## src/rtl/abr_prim_subreg_ext_fifo.sv

```systemverilog
// abr_prim_subreg_ext_fifo
// Hardware-side endpoint for an external (hwext) CSR subregister. Software
// writes (qe/q) are pushed into a write FIFO that drains to a hardware
// consumer. Software reads (qre) pop a read FIFO that a hardware producer
// fills. Read data d is combinational, so the register block samples the
// entry being popped in the same cycle as qre.
//
// Ports:
//   clk, rst_b              clock, synchronous active-low reset
//   qe, q                   register write strobe and data
//   qre, d                  register read strobe and read data
//   wr_valid/wr_data/wr_ready  write FIFO head towards HW consumer
//   rd_valid/rd_data/rd_ready  HW producer into the read FIFO
//   wr_cnt, rd_cnt          FIFO occupancies
//   wr_overflow             sticky: write dropped because write FIFO full
//   rd_underflow            sticky: read while read FIFO empty
//   err_clr                 clears both sticky flags
module abr_prim_subreg_ext_fifo #(
    parameter int DW       = 32,
    parameter int WR_DEPTH = 4,
    parameter int RD_DEPTH = 4
) (
    input  logic                            clk,
    input  logic                            rst_b,
    input  logic                            qe,
    input  logic [DW-1:0]                   q,
    input  logic                            qre,
    output logic [DW-1:0]                   d,
    output logic                            wr_valid,
    output logic [DW-1:0]                   wr_data,
    input  logic                            wr_ready,
    input  logic                            rd_valid,
    input  logic [DW-1:0]                   rd_data,
    output logic                            rd_ready,
    output logic [$clog2(WR_DEPTH+1)-1:0]   wr_cnt,
    output logic [$clog2(RD_DEPTH+1)-1:0]   rd_cnt,
    output logic                            wr_overflow,
    output logic                            rd_underflow,
    input  logic                            err_clr
);

    localparam int WCW = $clog2(WR_DEPTH + 1);
    localparam int WPW = $clog2(WR_DEPTH);
    localparam int RCW = $clog2(RD_DEPTH + 1);
    localparam int RPW = $clog2(RD_DEPTH);

    localparam logic [WCW-1:0] WR_FULL = WCW'(WR_DEPTH);
    localparam logic [WPW-1:0] WR_LAST = WPW'(WR_DEPTH - 1);
    localparam logic [RCW-1:0] RD_FULL = RCW'(RD_DEPTH);
    localparam logic [RPW-1:0] RD_LAST = RPW'(RD_DEPTH - 1);

    // ---------------------------------------------------------------
    // Write FIFO (software -> hardware)
    // ---------------------------------------------------------------
    logic [DW-1:0]  wr_mem [WR_DEPTH];
    logic [WPW-1:0] wr_head;
    logic [WPW-1:0] wr_tail;
    logic           wr_push;
    logic           wr_pop;

    assign wr_valid = (wr_cnt != '0);
    assign wr_data  = wr_mem[wr_head];
    assign wr_pop   = wr_valid & wr_ready;
    // A full FIFO still takes the write when the consumer frees a slot
    // in the same cycle.
    assign wr_push  = qe & ((wr_cnt != WR_FULL) | wr_pop);

    always_ff @(posedge clk) begin
        if (!rst_b) begin
            wr_head <= '0;
            wr_tail <= '0;
            wr_cnt  <= '0;
        end else begin
            if (wr_push) begin
                wr_tail <= (wr_tail == WR_LAST) ? '0 : wr_tail + WPW'(1);
            end
            if (wr_pop) begin
                wr_head <= (wr_head == WR_LAST) ? '0 : wr_head + WPW'(1);
            end
            case ({wr_push, wr_pop})
                2'b10:   wr_cnt <= wr_cnt + WCW'(1);
                2'b01:   wr_cnt <= wr_cnt - WCW'(1);
                default: wr_cnt <= wr_cnt;
            endcase
        end
    end

    // Storage needs no reset; occupancy alone decides what is valid.
    always_ff @(posedge clk) begin
        if (wr_push) begin
            wr_mem[wr_tail] <= q;
        end
    end

    // ---------------------------------------------------------------
    // Read FIFO (hardware -> software)
    // ---------------------------------------------------------------
    logic [DW-1:0]  rd_mem [RD_DEPTH];
    logic [RPW-1:0] rd_head;
    logic [RPW-1:0] rd_tail;
    logic           rd_push;
    logic           rd_pop;
    logic           rd_empty;

    assign rd_empty = (rd_cnt == '0);
    // Not-full only; a same-cycle pop does not open the door for a push.
    assign rd_ready = (rd_cnt != RD_FULL);
    assign rd_push  = rd_valid & rd_ready;
    assign rd_pop   = qre & ~rd_empty;
    assign d        = rd_empty ? '0 : rd_mem[rd_head];

    always_ff @(posedge clk) begin
        if (!rst_b) begin
            rd_head <= '0;
            rd_tail <= '0;
            rd_cnt  <= '0;
        end else begin
            if (rd_push) begin
                rd_tail <= (rd_tail == RD_LAST) ? '0 : rd_tail + RPW'(1);
            end
            if (rd_pop) begin
                rd_head <= (rd_head == RD_LAST) ? '0 : rd_head + RPW'(1);
            end
            case ({rd_push, rd_pop})
                2'b10:   rd_cnt <= rd_cnt + RCW'(1);
                2'b01:   rd_cnt <= rd_cnt - RCW'(1);
                default: rd_cnt <= rd_cnt;
            endcase
        end
    end

    always_ff @(posedge clk) begin
        if (rd_push) begin
            rd_mem[rd_tail] <= rd_data;
        end
    end

    // ---------------------------------------------------------------
    // Sticky error flags; a new event beats a same-cycle clear.
    // ---------------------------------------------------------------
    always_ff @(posedge clk) begin
        if (!rst_b) begin
            wr_overflow  <= 1'b0;
            rd_underflow <= 1'b0;
        end else begin
            if (qe & ~wr_push) begin
                wr_overflow <= 1'b1;
            end else if (err_clr) begin
                wr_overflow <= 1'b0;
            end
            if (qre & rd_empty) begin
                rd_underflow <= 1'b1;
            end else if (err_clr) begin
                rd_underflow <= 1'b0;
            end
        end
    end

endmodule

```

## config.mk

```make
export PLATFORM = sky130hd
export DESIGN_NAME = abr_prim_subreg_ext_fifo
export DESIGN_NICKNAME = d
export VERILOG_FILES = /design/src/rtl/abr_prim_subreg_ext_fifo.sv
export SDC_FILE = /design/constraint.sdc
export NUM_CORES = 1
export LEC_CHECK = 0
export CAP_MARGIN = 20
export CORE_ASPECT_RATIO = 0.7
export CORE_MARGIN = 1.5
export CORE_UTILIZATION = 44
export DETAILED_ROUTE_END_ITERATION = 7
export HOLD_SLACK_MARGIN = 0.08
export PLACE_DENSITY_LB_ADDON = 0.25
export SYNTH_ARGS = -nofsm -noshare
export SYNTH_HDL_FRONTEND = slang
export SYNTH_SLANG_ARGS = --single-unit
```

## constraint.sdc

```tcl
create_clock -name clk -period 6 [get_ports clk]
set_input_delay 1.2 -clock clk [delete_from_list [all_inputs] [get_ports clk]]
set_output_delay 1.2 -clock clk [all_outputs]
set_load 0.02 [all_outputs]
```

==> run summary, run 1 <==
Initial Util: 44.7%
Hold WC Path Type: flip-flop to flip-flop
Asr flop ratio synth: 0%
DRC viols: 0
Post-route design area: 13,200 µm²
DR vias: 5,030
First-pass detailed-route iteration total: 4
Worst vdd ir: 0.231 mV
# IOs: 145
Syn. warnings: 0
Slowest stage delay, CP: 940 ps
Setup TNS: 0 ps
CP max FO: 25
Commonest non-fill, non-tap cell in the layout: edfxtp_1
Status: completed
Filler cells: 1,765
Setup Skew: 18.2 ps
Yosys cell types: 37
Hold buffer count at CTS: 0
Post-DP Area: 12,300 µm²
Clock Sinks: 276
Pwr Density: 438 nW/µm²
Hold Slack: 505 ps
Synth-to-Final Area Change: 25.2%
Final #Nets: 732
Seq/Total Area, Yosys: 76.8%
CTS H-tree depth: 1
Post-route setup slack: 1750 ps
DP HPWL: 11,500 µm
Routed Antenna Nets: 0
Avg WL per Cell: 19.4 µm
WP buf/inv: 2
First-pass GRT wire length: 30,200 µm
Port Buffers: 144
Die Footprint: 24,900 µm²
Endpoints failing setup: 0
Least-Margin Pin Slew: 929 ps
Syn Nets: 574
Die X-Extent: 188 µm
Critical path endpoint category: output pin
Worst Path Required: 4800 ps
Pre-CTS setup slack: 2220 ps
Commonest cells after routing, fill and taps aside: 256 x edfxtp_1, 144 x clkdlybuf4s50_1, 64 x mux4_2
Non-Filler Instances: 986
CP top delay family: flip-flops
P_leak: 4.31 nW
Share of cells above drive strength 1: 17.7%
Slowest cell on the critical path: dfxtp_2
Post-CTS setup buffers: 0
EDFF count, synth: 256
Cell count after synthesis: 489
MaxCap Viol Count: 0
Total gr overflow: 0
Slew Viols, Final: 0
Synth Area in Adders: 1.80%
Initial antenna violation count: 0
Detailed Route WL: 19,100 µm
Max Root-Sink Buffers: 3
Fin crit period: 4250 ps
CTS tree: done
Largest family of logic cells by synthesized area: multiplexers
CTS buffer count: 28
Cells after DPL: 935
Pwr Total: 5.78 mW
WS Path Type: flip-flop to output pin
RSZ-0062 raised after global routing: no
Root Buffer: clkbuf_16
Worst-Skew Late Latency: 530 ps
DRT iter0 DRCs: 272
Fin crit share: 70.9%
Routability congestion estimate: 0.716
Antenna cell count: 0
Largest net degree at the start of global routing: 33
Post-CTS Resized: 0
Synthesis-stage register bit count: 276
Simple-gate area share of the yosys netlist: 4.52%
Drt via density: 5.10
WP data arrival: 3050 ps
Most used DFF post-synth: edfxtp_1
Relative slew slack: 38.1%
Final core occ: 55.9%
Rows: 47
CP startpoint kind: flip-flop
Syn Area/Cell: 21.5 µm²
Overall die height: 132 µm
Crit-path cells: buf_4, mux4_2, nor2b_1, clkdlybuf4s50_1
Total GRT Usage: 15.7%
Placeable core region: 23,600 µm²
Final hold vios: 0
Xor-xnor portion of the synthesized cell area: 0.332%
Vias in the first global route: 5,516
Achievable frequency: 0.235 GHz
Clk slew on worst S/H paths: 60 ps
Synth Area in Compound Gates: 0.938%
Post-Syn Area: 10,500 µm²
Post-synthesis mux area share: 13.9%
-- cell type report --
class / instances / area [µm²] / area share, %
Sequential cell: 276 / 8090 / 61.3
Multi-Input combinational cell: 177 / 2280 / 17.3
Timing Repair Buffer: 148 / 1470 / 11.2
Clock buffer: 35 / 748 / 5.67
Tap cell: 318 / 398 / 3.02
Clock inverter: 16 / 145 / 1.10
Inverter: 16 / 60.1 / 0.455
-- metal layers --
metal | share of wire [%] | track usage (%)
met4 | 2.0 | 3.69
met1 | 45 | 21.7
met3 | 3.7 | 2.94
met5 | 0 | 0
met2 | 49 | 26.0
-- flip-flops by register name, indices dropped and copies added (netlist names), named ones only --
signal and flops:
wr_tail 2, wr_head 2, rd_tail 2, rd_mem 128, wr_mem 128, rd_underflow 1
wr_cnt 3, rd_head 2, rd_cnt 3, wr_overflow 1
-- logic make-up after synthesis --
kind of cell,count (synthesis)
adders and majority gates,14
xor gates and xnor gates,4
and+or+nand+nor,76
AOI/OAI and AO/OA,17
DFF,276
buffers and inverters,36
muxes,66
-- Yosys cell counts, types with 3 or more instances --
master	number	area [µm²]
nor2_1	4	15.0
buf_6	5	56.3
dfxtp_1	20	400
ha_1	12	150
nand2_1	11	41.3
inv_1	15	56.3
clkbuf_1	6	22.5
o21ai_0	9	45.0
buf_4	3	22.5
or3_1	3	18.8
and3_1	8	50.1
and2b_1	23	173
buf_1	3	11.3
nand3_1	4	20.0
buf_2	3	15.0
mux4_2	64	1440
edfxtp_1	256	7690
and2_1	5	31.3
nor2b_1	11	68.8
-- tightest hold or removal path: stages (launching register included) --
cell and delay, ps:
dfxtp_1 340, nand2_1 70, o21ai_1 50
-- power breakdown --
| group | internal (mW) | leakage, nW | switching, mW |
|---|---|---|---|
| Combinational | 0.871 | 1.37 | 0.797 |
| Sequential | 2.30 | 2.51 | 0.139 |
| Clock | 1.00 | 0.430 | 0.672 |
-- worst paths after layout --
check | startpoint | end | slack (ps) | cells after the start
max reg2reg | rd_cnt[2] | rd_cnt[2] | 3430 | 9
min | rd_tail[0] | rd_tail[0] | 500 | 2
max | flip-flop | d[23] | 1750 | 4
min reg2reg | rd_tail[0] | rd_tail[0] | 500 | 2
Note: power is estimated with default switching activity, not from simulation.
==> inputs of run 2 (changes only) <==
- clock period: 6 -> 4 ns (I/O delays scaled with it)
==> run 2 against run 1 <==
  * Sequential power increased by 47%
  * Hold slack better by 4.1 ps
  * Via count is 1.2% higher
  * Sequential share of layout area decreased by 0.51 points
  * Global-route usage about the same
  * Cell count increased by 0.10%
  * Power is 54% higher
  * Non-clock buffer count stayed put
  * Final area increased by 0.83%
==> run summary, run 2 (synthesis results as in run 1) <==
FF-to-FF path depth: 9 (unchanged)
R2R Setup Slk: 1440 ps (-1990 ps)
WS Path Type: flip-flop to output pin
Post-DP Area: 12,300 µm² (+0.10%)
Post-CTS setup buffers: 0 (unchanged)
Share of cells above drive strength 1: 19.3% (+1.6 points)
DP HPWL: 11,600 µm (+0.25%)
Detailed Route WL: 19,200 µm (+0.66%)
Internal cell power: 6.46 mW (+55%)
CTS tree: done
Setup TNS: 0 ps (unchanged)
First-pass GRT wire length: 30,300 µm (+0.18%)
CP startpoint kind: flip-flop
Fin crit share: 84.0%
Largest net degree at the start of global routing: 33 (unchanged)
DR vias: 5,088 (+1.2%)
Clock share of power: 30.8% (+1.8 points)
Sequential power share: 40.0% (-2.1 points)
Die Footprint: 24,900 µm² (unchanged)
RSZ-0062 raised after global routing: no
Post-CTS Resized: 0 (unchanged)
Worst R2R End: rd_cnt[2]
Root Buffer: clkbuf_16
Antenna cell count: 0 (unchanged)
Routability congestion estimate: 0.716 (about the same)
Total gr overflow: 0 (unchanged)
DRC viols: 0 (unchanged)
R2R Path Start: rd_cnt[2]
Net Sw Frac: 27.5% (-0.30 points)
Die X-Extent: 188 µm (unchanged)
Avg WL per Cell: 19.5 µm (+0.56%)
Final #Nets: 732 (unchanged)
Hold buffer count at CTS: 0 (unchanged)
First-pass detailed-route iteration total: 4 (unchanged)
Achievable frequency: 0.298 GHz
Worst Min Path Start: rd_tail[1]
Slew Viols, Final: 0 (unchanged)
P_leak: 4.37 nW (+1.3%)
Combinational share of power: 29.2% (+0.3 points)
Commonest non-fill, non-tap cell in the layout: edfxtp_1
Final hold vios: 0 (unchanged)
Hold Crit Depth: 2 (unchanged)
Vias in the first global route: 5,605 (+1.6%)
Max Root-Sink Buffers: 3 (unchanged)
Hold worst-path end: rd_tail[1]
Initial Util: 44.7% (unchanged)
Initial antenna violation count: 0 (unchanged)
Port Buffers: 144 (unchanged)
Setup Skew: 11.8 ps (-6.38 ps)
CTS buffer count: 28 (unchanged)
Worst Path Required: 3200 ps (-1600 ps)
Placeable core region: 23,600 µm² (unchanged)
Routed Antenna Nets: 0 (unchanged)
Clock Sinks: 276 (unchanged)
Final core occ: 56.4% (+0.47 points)
WP data arrival: 2560 ps (-490 ps)
# IOs: 145 (unchanged)
CTS H-tree depth: 1 (unchanged)
Critical path endpoint category: output pin
Post-route design area: 13,300 µm² (+0.83%)
Hold WC Path Type: flip-flop to flip-flop
Clk slew on worst S/H paths: 60 ps (about the same)
DRT iter0 DRCs: 329 (+21%)
Status: completed
Worst-Skew Late Latency: 520 ps (about the same)
Largest regs: rd_mem (128), wr_mem (128)
Relative slew slack: 38.8% (+0.72 points)
Synth-to-Final Area Change: 26.2%
Fin crit period: 3360 ps
Total GRT Usage: 15.7% (about the same)
Pwr Density: 670 nW/µm² (+53%)
Drt via density: 5.16 (+1.1%)
Overall die height: 132 µm (unchanged)
Endpoints failing setup: 0 (unchanged)
Commonest cells after routing, fill and taps aside: 256 x edfxtp_1, 144 x clkdlybuf4s50_1, 64 x mux4_2
Rows: 47 (unchanged)
Least-Margin Pin Slew: 918 ps (-10.9 ps)
Switching pwr: 2.45 mW (+53%)
Worst vdd ir: 0.383 mV (+66%)
MaxCap Viol Count: 0 (unchanged)
CP max FO: 32 (+28%)
[run 2: per-stage QoR]
step                      setup WS [ps]  hold slack [ps]  power [mW]  instances
after detailed placement            820              493        6.28        935
final                               639              509        8.92        987
after CTS                           561              502        9.04        987
after global placement              923              476        6.22        935
after global routing                469              528        9.29        987
after floorplan                    1470              468        5.19        489
[run 2: worst max path at each step]
stage	endpoint	slack, ps	cells after the start
floorplan	wr_cnt[2]	1470	9
global placement	wr_cnt[2]	920	10
detailed placement	wr_cnt[2]	820	10
CTS	wr_data[15]	560	3
global route	wr_data[25]	470	3
finish	wr_data[15]	640	3
[run 2: power by group through the flow]
stage          combinational (mW)  clock (mW)  sequential (mW)
4_1_cts                      2.66        2.80             3.57
2_1_floorplan                1.59           0             3.61
6_report                     2.60        2.75             3.57
3_3_place_gp                 2.61           0             3.61
5_1_grt                      2.79        2.91             3.59
3_5_place_dp                 2.65           0             3.63
[run 2: area by class of cell]
cell class                      count  area [µm²]
Sequential cell                   276        8090
Fill cell                        1795       10300
Tap cell                          318         398
Timing Repair Buffer              148        1480
Clock buffer                       30         729
Multi-Input combinational cell    177        2280
Inverter                           16        60.1
Clock inverter                     22         262
[run 2: per-layer routing]
| metal | wire length [µm] | global-route usage, % |
|---|---|---|
| met1 | 8350 | 20.7 |
| met2 | 9650 | 26.9 |
| met3 | 813 | 2.97 |
| met4 | 417 | 4.09 |
| met5 | 0 | 0 |
[run 2: critical path: stages (launching register included)]
cell	delay [ps]
dfxtp_2	310
buf_4	520
mux4_2	610
clkdlybuf4s50_1	570
